`src/rtl/arb_pkg.sv`:
```
// Shared constants for the burst request generator that feeds the
// fixed-priority locked arbiter.
//   ST_*       : per-source FSM state encoding (IDLE / REQ / DRAIN)
//   DEF_LEN_W  : default burst length field width (beats minus 1)
//   DEF_TMO_W  : default wait-timeout counter width (ARB_BURST_TMO_EN builds)
package arb_pkg;

  localparam int unsigned ST_W = 2;

  localparam logic [ST_W-1:0] ST_IDLE  = 2'd0;
  localparam logic [ST_W-1:0] ST_REQ   = 2'd1;
  localparam logic [ST_W-1:0] ST_DRAIN = 2'd2;

  localparam int unsigned DEF_LEN_W = 4;
  localparam int unsigned DEF_TMO_W = 8;

endpackage

```
`src/rtl/arb_burst_src_fsm.sv`:
```
// One source's burst FSM: accepts a command, requests the arbiter, counts
// granted beats and drains any stale grant before accepting the next command.
// Optional macro ARB_BURST_TMO_EN adds a first-beat wait timeout.
// Ports:
//   clk, rst            : clock, async active-high reset
//   src_valid, src_len  : burst command (len = beats minus 1)
//   src_ready           : command accepted when src_valid & src_ready
//   grant               : registered grant from the arbiter
//   req, lock_in        : request / lock to the arbiter
//   beat_vld, done      : beat strobe, last-beat pulse
//   tmo_err             : timeout pulse (ARB_BURST_TMO_EN only)
module arb_burst_src_fsm
  import arb_pkg::*;
#(
  parameter int unsigned LEN_W = DEF_LEN_W,
  parameter int unsigned TMO_W = DEF_TMO_W
) (
  input  logic             clk,
  input  logic             rst,
  input  logic             src_valid,
  input  logic [LEN_W-1:0] src_len,
  input  logic             grant,
  output logic             src_ready,
  output logic             req,
  output logic             lock_in,
  output logic             beat_vld,
  output logic             done
`ifdef ARB_BURST_TMO_EN
  ,
  output logic             tmo_err
`endif
);

  logic [ST_W-1:0]  state_q, state_d;
  logic [LEN_W-1:0] cnt_q, cnt_d;
  logic             beat;
  logic             tmo_hit;

  // A grant only counts as a beat while requesting.
  assign beat = (state_q == ST_REQ) && grant;

`ifdef ARB_BURST_TMO_EN
  logic [TMO_W-1:0] tmo_q, tmo_d;
  logic             seen_q, seen_d;

  // Timeout only while still waiting for the first beat; a grant this cycle wins.
  assign tmo_hit = (state_q == ST_REQ) && !seen_q && !grant && (tmo_q == '1);
  assign tmo_err = tmo_hit;

  // Wait counter: cleared while idle, frozen once the first beat arrives.
  always_comb begin
    tmo_d  = tmo_q;
    seen_d = seen_q;
    if (state_q == ST_IDLE) begin
      tmo_d  = '0;
      seen_d = 1'b0;
    end else if ((state_q == ST_REQ) && !seen_q) begin
      if (grant) seen_d = 1'b1;
      else       tmo_d  = tmo_q + TMO_W'(1);
    end
  end

  always_ff @(posedge clk or posedge rst) begin
    if (rst) begin
      tmo_q  <= '0;
      seen_q <= 1'b0;
    end else begin
      tmo_q  <= tmo_d;
      seen_q <= seen_d;
    end
  end
`else
  assign tmo_hit = 1'b0;
`endif

  // State register.
  always_ff @(posedge clk or posedge rst) begin
    if (rst) state_q <= ST_IDLE;
    else     state_q <= state_d;
  end

  // Next-state logic.
  always_comb begin
    state_d = state_q;
    case (state_q)
      ST_IDLE:  if (src_valid) state_d = ST_REQ;
      ST_REQ:   if ((beat && (cnt_q == '0)) || tmo_hit) state_d = ST_DRAIN;
      ST_DRAIN: if (!grant) state_d = ST_IDLE;
      default:  state_d = ST_IDLE;
    endcase
  end

  // Remaining-beat counter: loaded on accept, decremented per non-final beat.
  always_comb begin
    cnt_d = cnt_q;
    if ((state_q == ST_IDLE) && src_valid) cnt_d = src_len;
    else if (beat && (cnt_q != '0))        cnt_d = cnt_q - LEN_W'(1);
  end

  always_ff @(posedge clk or posedge rst) begin
    if (rst) cnt_q <= '0;
    else     cnt_q <= cnt_d;
  end

  // Outputs: decoded from state; beat strobes pass the registered grant through.
  always_comb begin
    src_ready = 1'b0;
    req       = 1'b0;
    lock_in   = 1'b0;
    beat_vld  = 1'b0;
    done      = 1'b0;
    case (state_q)
      ST_IDLE: src_ready = 1'b1;
      ST_REQ: begin
        req      = 1'b1;
        lock_in  = (cnt_q != '0);
        beat_vld = grant;
        done     = grant && (cnt_q == '0);
      end
      default: ;
    endcase
  end

endmodule

```
`src/rtl/arb_burst_req_gen.sv`:
```
// Burst request generator in front of the fixed-priority locked arbiter.
// Replicates one independent burst FSM per source; only vector slicing here.
// Optional macro ARB_BURST_TMO_EN adds the tmoErr port and wait timeout.
// Ports:
//   clk, rst        : clock, async active-high reset
//   srcValid/srcLen : per-source burst commands (slice i = [i*LEN_W +: LEN_W])
//   srcReady        : per-source command accept
//   grant           : registered grant from the arbiter
//   req, lockIn     : request / lock vectors to the arbiter
//   beatVld, done   : per-source beat strobe and last-beat pulse
//   tmoErr          : per-source timeout pulse (ARB_BURST_TMO_EN only)
module arb_burst_req_gen
  import arb_pkg::*;
#(
  parameter int unsigned REQ_NUM = 4,
  parameter int unsigned LEN_W   = DEF_LEN_W,
  parameter int unsigned TMO_W   = DEF_TMO_W
) (
  input  logic                     clk,
  input  logic                     rst,
  input  logic [REQ_NUM-1:0]       srcValid,
  input  logic [REQ_NUM*LEN_W-1:0] srcLen,
  output logic [REQ_NUM-1:0]       srcReady,
  input  logic [REQ_NUM-1:0]       grant,
  output logic [REQ_NUM-1:0]       req,
  output logic [REQ_NUM-1:0]       lockIn,
  output logic [REQ_NUM-1:0]       beatVld,
  output logic [REQ_NUM-1:0]       done
`ifdef ARB_BURST_TMO_EN
  ,
  output logic [REQ_NUM-1:0]       tmoErr
`endif
);

  for (genvar i = 0; i < REQ_NUM; i++) begin : g_src
    arb_burst_src_fsm #(
      .LEN_W (LEN_W),
      .TMO_W (TMO_W)
    ) u_fsm (
      .clk       (clk),
      .rst       (rst),
      .src_valid (srcValid[i]),
      .src_len   (srcLen[i*LEN_W +: LEN_W]),
      .grant     (grant[i]),
      .src_ready (srcReady[i]),
      .req       (req[i]),
      .lock_in   (lockIn[i]),
      .beat_vld  (beatVld[i]),
      .done      (done[i])
`ifdef ARB_BURST_TMO_EN
      ,
      .tmo_err   (tmoErr[i])
`endif
    );
  end

endmodule

```
`config.mk`:
```
export PLATFORM = sky130hd
export DESIGN_NAME = arb_burst_req_gen
export DESIGN_NICKNAME = d
export VERILOG_FILES = /design/src/rtl/arb_pkg.sv /design/src/rtl/arb_burst_src_fsm.sv /design/src/rtl/arb_burst_req_gen.sv
export SDC_FILE = /design/constraint.sdc
export NUM_CORES = 1
export LEC_CHECK = 0
export BUFFER_PORTS_ARGS = -buffer_cell sky130_fd_sc_hd__buf_4
export CORE_MARGIN = 1
export CORE_UTILIZATION = 55
export DETAILED_ROUTE_END_ITERATION = 8
export MAX_ROUTING_LAYER = met4
export PLACE_DENSITY = 0.84
export REMOVE_ABC_BUFFERS = 1
export SYNTH_ARGS = -nofsm -noshare
export SYNTH_HDL_FRONTEND = slang
export SYNTH_SLANG_ARGS = --single-unit
```
`constraint.sdc`:
```
create_clock -name clk -period 3.94 [get_ports clk]
set_input_delay 0.788 -clock clk [delete_from_list [all_inputs] [get_ports clk]]
set_output_delay 0.788 -clock clk [all_outputs]
set_load 0.01 [all_outputs]
```
== Word level (Yosys, flattened, before mapping) ==
Cells that the tools add are included.

* Register bits: 24
* Latch bits: 0
* RAM bits: 0
* Bits in read-only memories: 0
* Input port bits: 26
* Output and inout port bits: 20
* Logic and storage cells: 116
* Memories kept: 0

* $add $sub $neg: 4
* Multiply operators: 0
* Divide/modulo/power cells: 0
* Order comparisons: 0
* Equal/unequal tests: 20
* Shift operators: 0
* Muxes and demuxes: 44
* Bitwise gates (word level): 0
* Reduce and logical (&&, ||, !) cells: 40

{| class="wikitable"
|+ Operators with widths
! operator !! number
|-
| $mux W4 || 8
|-
| $mux W2 || 12
|-
| $ne A2 B2 Y1 const B || 12
|-
| $pmux W2 S3 || 4
|-
| $logic_and A1 B1 Y1 || 20
|-
| $mux W1 || 20
|-
| $logic_not A4 Y1 || 4
|-
| $reduce_bool A4 Y1 || 4
|-
| $sub A4 B1 Y4 const B || 4
|-
| $reduce_and A3 Y1 || 4
|-
| $eq A2 B1 Y1 const B || 4
|-
| $eq A2 B2 Y1 const B || 4
|-
| $logic_not A2 Y1 || 4
|-
| $reduce_bool A2 Y1 || 4
|}

== Longest topological paths before layout ==
* Depth in word-level cells: 5
* Mapped depth: 5
* Depth with buffers taken out: 5

== Modules after synthesis ==
A second synthesis with hierarchy kept.

* Cell total of the unflattened synthesis: 168
* Area, all modules: 1471.4 um^2

{| class="wikitable"
|+ By module, submodules not included
! module !! instances !! cells an instance !! area each (um^2) !! seq. area each (um^2)
|-
| arb_burst_src_fsm || 4 || 42 || 367.9 || 150.1
|}

== Least setup slack after synthesis ==
Ideal clock, no wire load.

* Path kind: flip-flop to output port
* Start: register g_src[2].u_fsm.cnt_q[0]
* End: output port done[2]
* Arrival time: 1408 ps
* Data required time: 3152 ps
* Path slack: 1744 ps
* Cell stages (with the launch flop): 6
* Buffers on the path: 1
* Path through: dfrtp_1 > inv_1 > ha_1 > nor3b_1 > and2_1 > buf_4

* Cells in the longest elaborated chain, start to end: 3

{| class="wikitable"
|+ Ends and longest elaborated chain
! item !! RTL line !! text
|-
| from (decl) || arb_burst_src_fsm.sv:35 || <nowiki>logic [LEN_W-1:0] cnt_q, cnt_d;</nowiki>
|-
| from (signal assigned) || arb_burst_src_fsm.sv:102 || <nowiki>else cnt_q <= cnt_d;</nowiki>
|-
| $logic_not A4 Y1 || arb_burst_src_fsm.sv:118 || <nowiki>done = grant && (cnt_q == '0);</nowiki>
|-
| $logic_and A1 B1 Y1 || arb_burst_src_fsm.sv:118 ||
|-
| $mux W1 || arb_burst_src_fsm.sv:112 || <nowiki>case (state_q)</nowiki>
|-
| to (decl) || arb_burst_req_gen.sv:28 || <nowiki>output logic [REQ_NUM-1:0] done</nowiki>
|}

No other way between the ends.

== Final worst setup path ==
Same ends and word-level chain as after synthesis.

==> summary.md <==
| Metric | Value |
|---|---|
| Worst VDD drop | between 400 and 500 uV |
| RSZ-0062 raised after global routing | false |
| Synth area leader | dfrtp_1 |
| CTS tree | yes |
| WP data arrival | ~2.1 ns |
| IO Count | 46 |
| Pwr Density | approximately 690 nW/um^2 |
| Critical Path Start Type | flop |
| Remaining antenna violation count | 0 |
| Tot GR Track Use | ~22% |
| Grt ovf | 0 |
| CTS clock-pin slew for the worst setup and hold paths | 0.13 ns |
| Initial antenna violation count | 0 |
| Seq cells post-synth | 24 |
| Minimum clock period | 2.87 ns |
| Warnings from Yosys | 0 |
| Critical path class | reg -> out |
| Hold Vio Cnt, Final | 0 |
| Distinct cells, synth | 28 |
| Share of post-route cells with drive strength above 1 | about a quarter |
| Largest net degree at the start of global routing | 25 |
| Clock Path Buffers | 2 |
| Final Skew | between 0.002 and 0.0025 ns |
| DRC | 0 |
| Placer Congestion | around 0.92 |
| Required @ worst endpoint | between 3 and 4 ns |
| Number of setup violations in the final report | 0 |
| Post-route insts no fill | ~250 |
| Detailed-route wire length | 3290 microns |
| FFs w/ async S/R, synth | 100% |
| Initial Utilization | around 58% |
| Fmax | ~0.35 GHz |
| Most common cell in the netlist | dfrtp_1 |
| Total power | roughly 1.3 mW |
| Max Cap Viol | 0 |
| Synth Flop Type | dfrtp_1 |
| Die Area | roughly 3200 sq um |
| Top cells by area, synth | dfrtp_1, buf_4, inv_1 |
| Lkg Pwr | a little under 0.9 nW |
| Number of synthesized flops with an enable pin | 0 |
| Port Buffers | 45 |
| Area added between synthesis and finish | 15.8% |
| Hold crit path type | reg -> reg |
| Fin nets | 249 |
| DR WL/cell | ~13 microns |
| Global-route wire length before repair | 5510 microns |
| Dpl ws | between 1 and 1.5 ns |
| Fin crit share | 72.9% |
| Max Fanout on Critical Path | 8 |
| Vias in the first global route | roughly 1,400 |
| CTS Buf Count | 3 |
| Syn_area_per_cell | approximately 8.4 sq um |
| CORE AREA | around 2800 sq um |
| Mapped Area | 1610 sq um |
| H-tree levels | 1 |
| Clock sink count | 24 |
| Top post-synthesis cells by count | dfrtp_1, inv_1, buf_4, nor2_1 |
| Fin. max-slew vios | 0 |
| Via count | 1,430 |
| DIE HEIGHT | between 50 and 60 microns |
| Post-Synthesis Cells | approximately 190 |
| DR vias/cell | about 5.7 |
| Top-area cell type share of the netlist area | a little under two fifths |
| Worst slew pin tran | ~0.90 ns |
| Detailed Route Iter0 Violations | 71 |
| Outcome | finished, final reports clean |
| Setup crit end kind | output port |
| Placed cell count | approximately 250 |
| # Post-CTS Setup Buffers | 0 |
| Final WS setup | between 1 and 1.5 ns |
| Sequential fraction of the synthesis area | between 30% and 40% |
| Rel. slew slack | about two fifths |
| Clk Latency, worst-skew pair | approximately 0.31 ns |
| Diode count | 0 |
| Drt pass-1 iters | 4 |
| TNS Setup | 0 ns |
| Placement Rows | 19 |
| Cts repair resizes | 0 |
| Clock root buffer | clkbuf_4 |
| Hold Buf Count CTS | 0 |
| Die extent in x | between 50 and 60 microns |
| DP Wirelength | between 2000 and 2500 microns |
## flip-flops by register name, summed over array words and instances, names as in the netlist
| name | count |
|---|---|
| g_src.u_fsm.cnt_q | 16 |
| g_src.u_fsm.state_q | 8 |
## cell type report
type	instances	area (sq um)
Sequential cell	24	601
Timing Repair Buffer	46	345
Inverter	21	78.8
Tap cell	31	38.8
Multi-Input combinational cell	123	767
Clock buffer	4	36.3
Fill cell	227	891
## cell usage in the layout (no fill, tap or decap), types with 5 or more instances in the layout
cell	synthesis	routed
nand3b_1	5	5
dfrtp_1	24	24
nor3b_1	7	7
a21oi_1	6	6
o21ai_0	9	9
nor2_1	19	19
a31oi_1	10	10
inv_1	21	21
or3_1	5	5
or3b_2	5	5
buf_4	20	46
nor2b_1	10	10
nand2_1	8	8
nand4b_1	5	5
## where the power goes
group / total (mW) / switching, mW / internal [mW]
Combinational: 0.688 / 0.354 / 0.334
Sequential: 0.469 / 0.114 / 0.356
Clock: 0.131 / 0.0743 / 0.0565
Total: 1.29 / 0.542 / 0.746
## per-layer routing
layer	track usage [%]	routed length (microns)
met5	-	0
met2	39.6	1630
met3	5.35	195
met1	26.0	1410
met4	4.88	55
## worst max-delay path, cell delays in order, from the launching register on
cell     delay, ns
dfrtp_1       0.43
inv_1         0.09
ha_1          0.22
nor3b_1       0.69
and2_1        0.23
buf_4         0.12
## cell families (layout without fill, tap and decap cells)
group           Yosys count  after routing  synth area share, %
simple gates             81             81                 29.6
buf+inv                  45             71                 15.1
compound gates           38             38                 14.9
flops                    24             24                 37.3
fa+ha+maj                 4              4                 3.11
## final timing paths
kind | from | to | slack, ns | cells past startpoint
worst min-delay path | g_src[1].u_fsm.cnt_q[1] | g_src[1].u_fsm.cnt_q[1] | 0.58 | 2
worst max register to register | g_src[2].u_fsm.cnt_q[0] | g_src[2].u_fsm.cnt_q[0] | 2.02 | 5
worst max-delay path | g_src[2].u_fsm.cnt_q[0] | done[2] | 1.07 | 5
max in group asynchronous | rst | g_src[2].u_fsm.cnt_q[0] | 2.74 | 2
worst min register to register | g_src[1].u_fsm.cnt_q[1] | g_src[1].u_fsm.cnt_q[1] | 0.58 | 2
min in group asynchronous | rst | g_src[3].u_fsm.cnt_q[1] | 0.66 | 2
## per-stage QoR
stage	util (%)	cell area, sq um	hold WS, ns
detailed placement	66.4	1830	0.555
CTS	67.7	1870	0.586
global route	67.7	1870	0.612
global placement	66.4	1830	0.539
finish	67.7	1870	0.580
floorplan	-	1450	0.513
(Power assumes the default switching activity.)
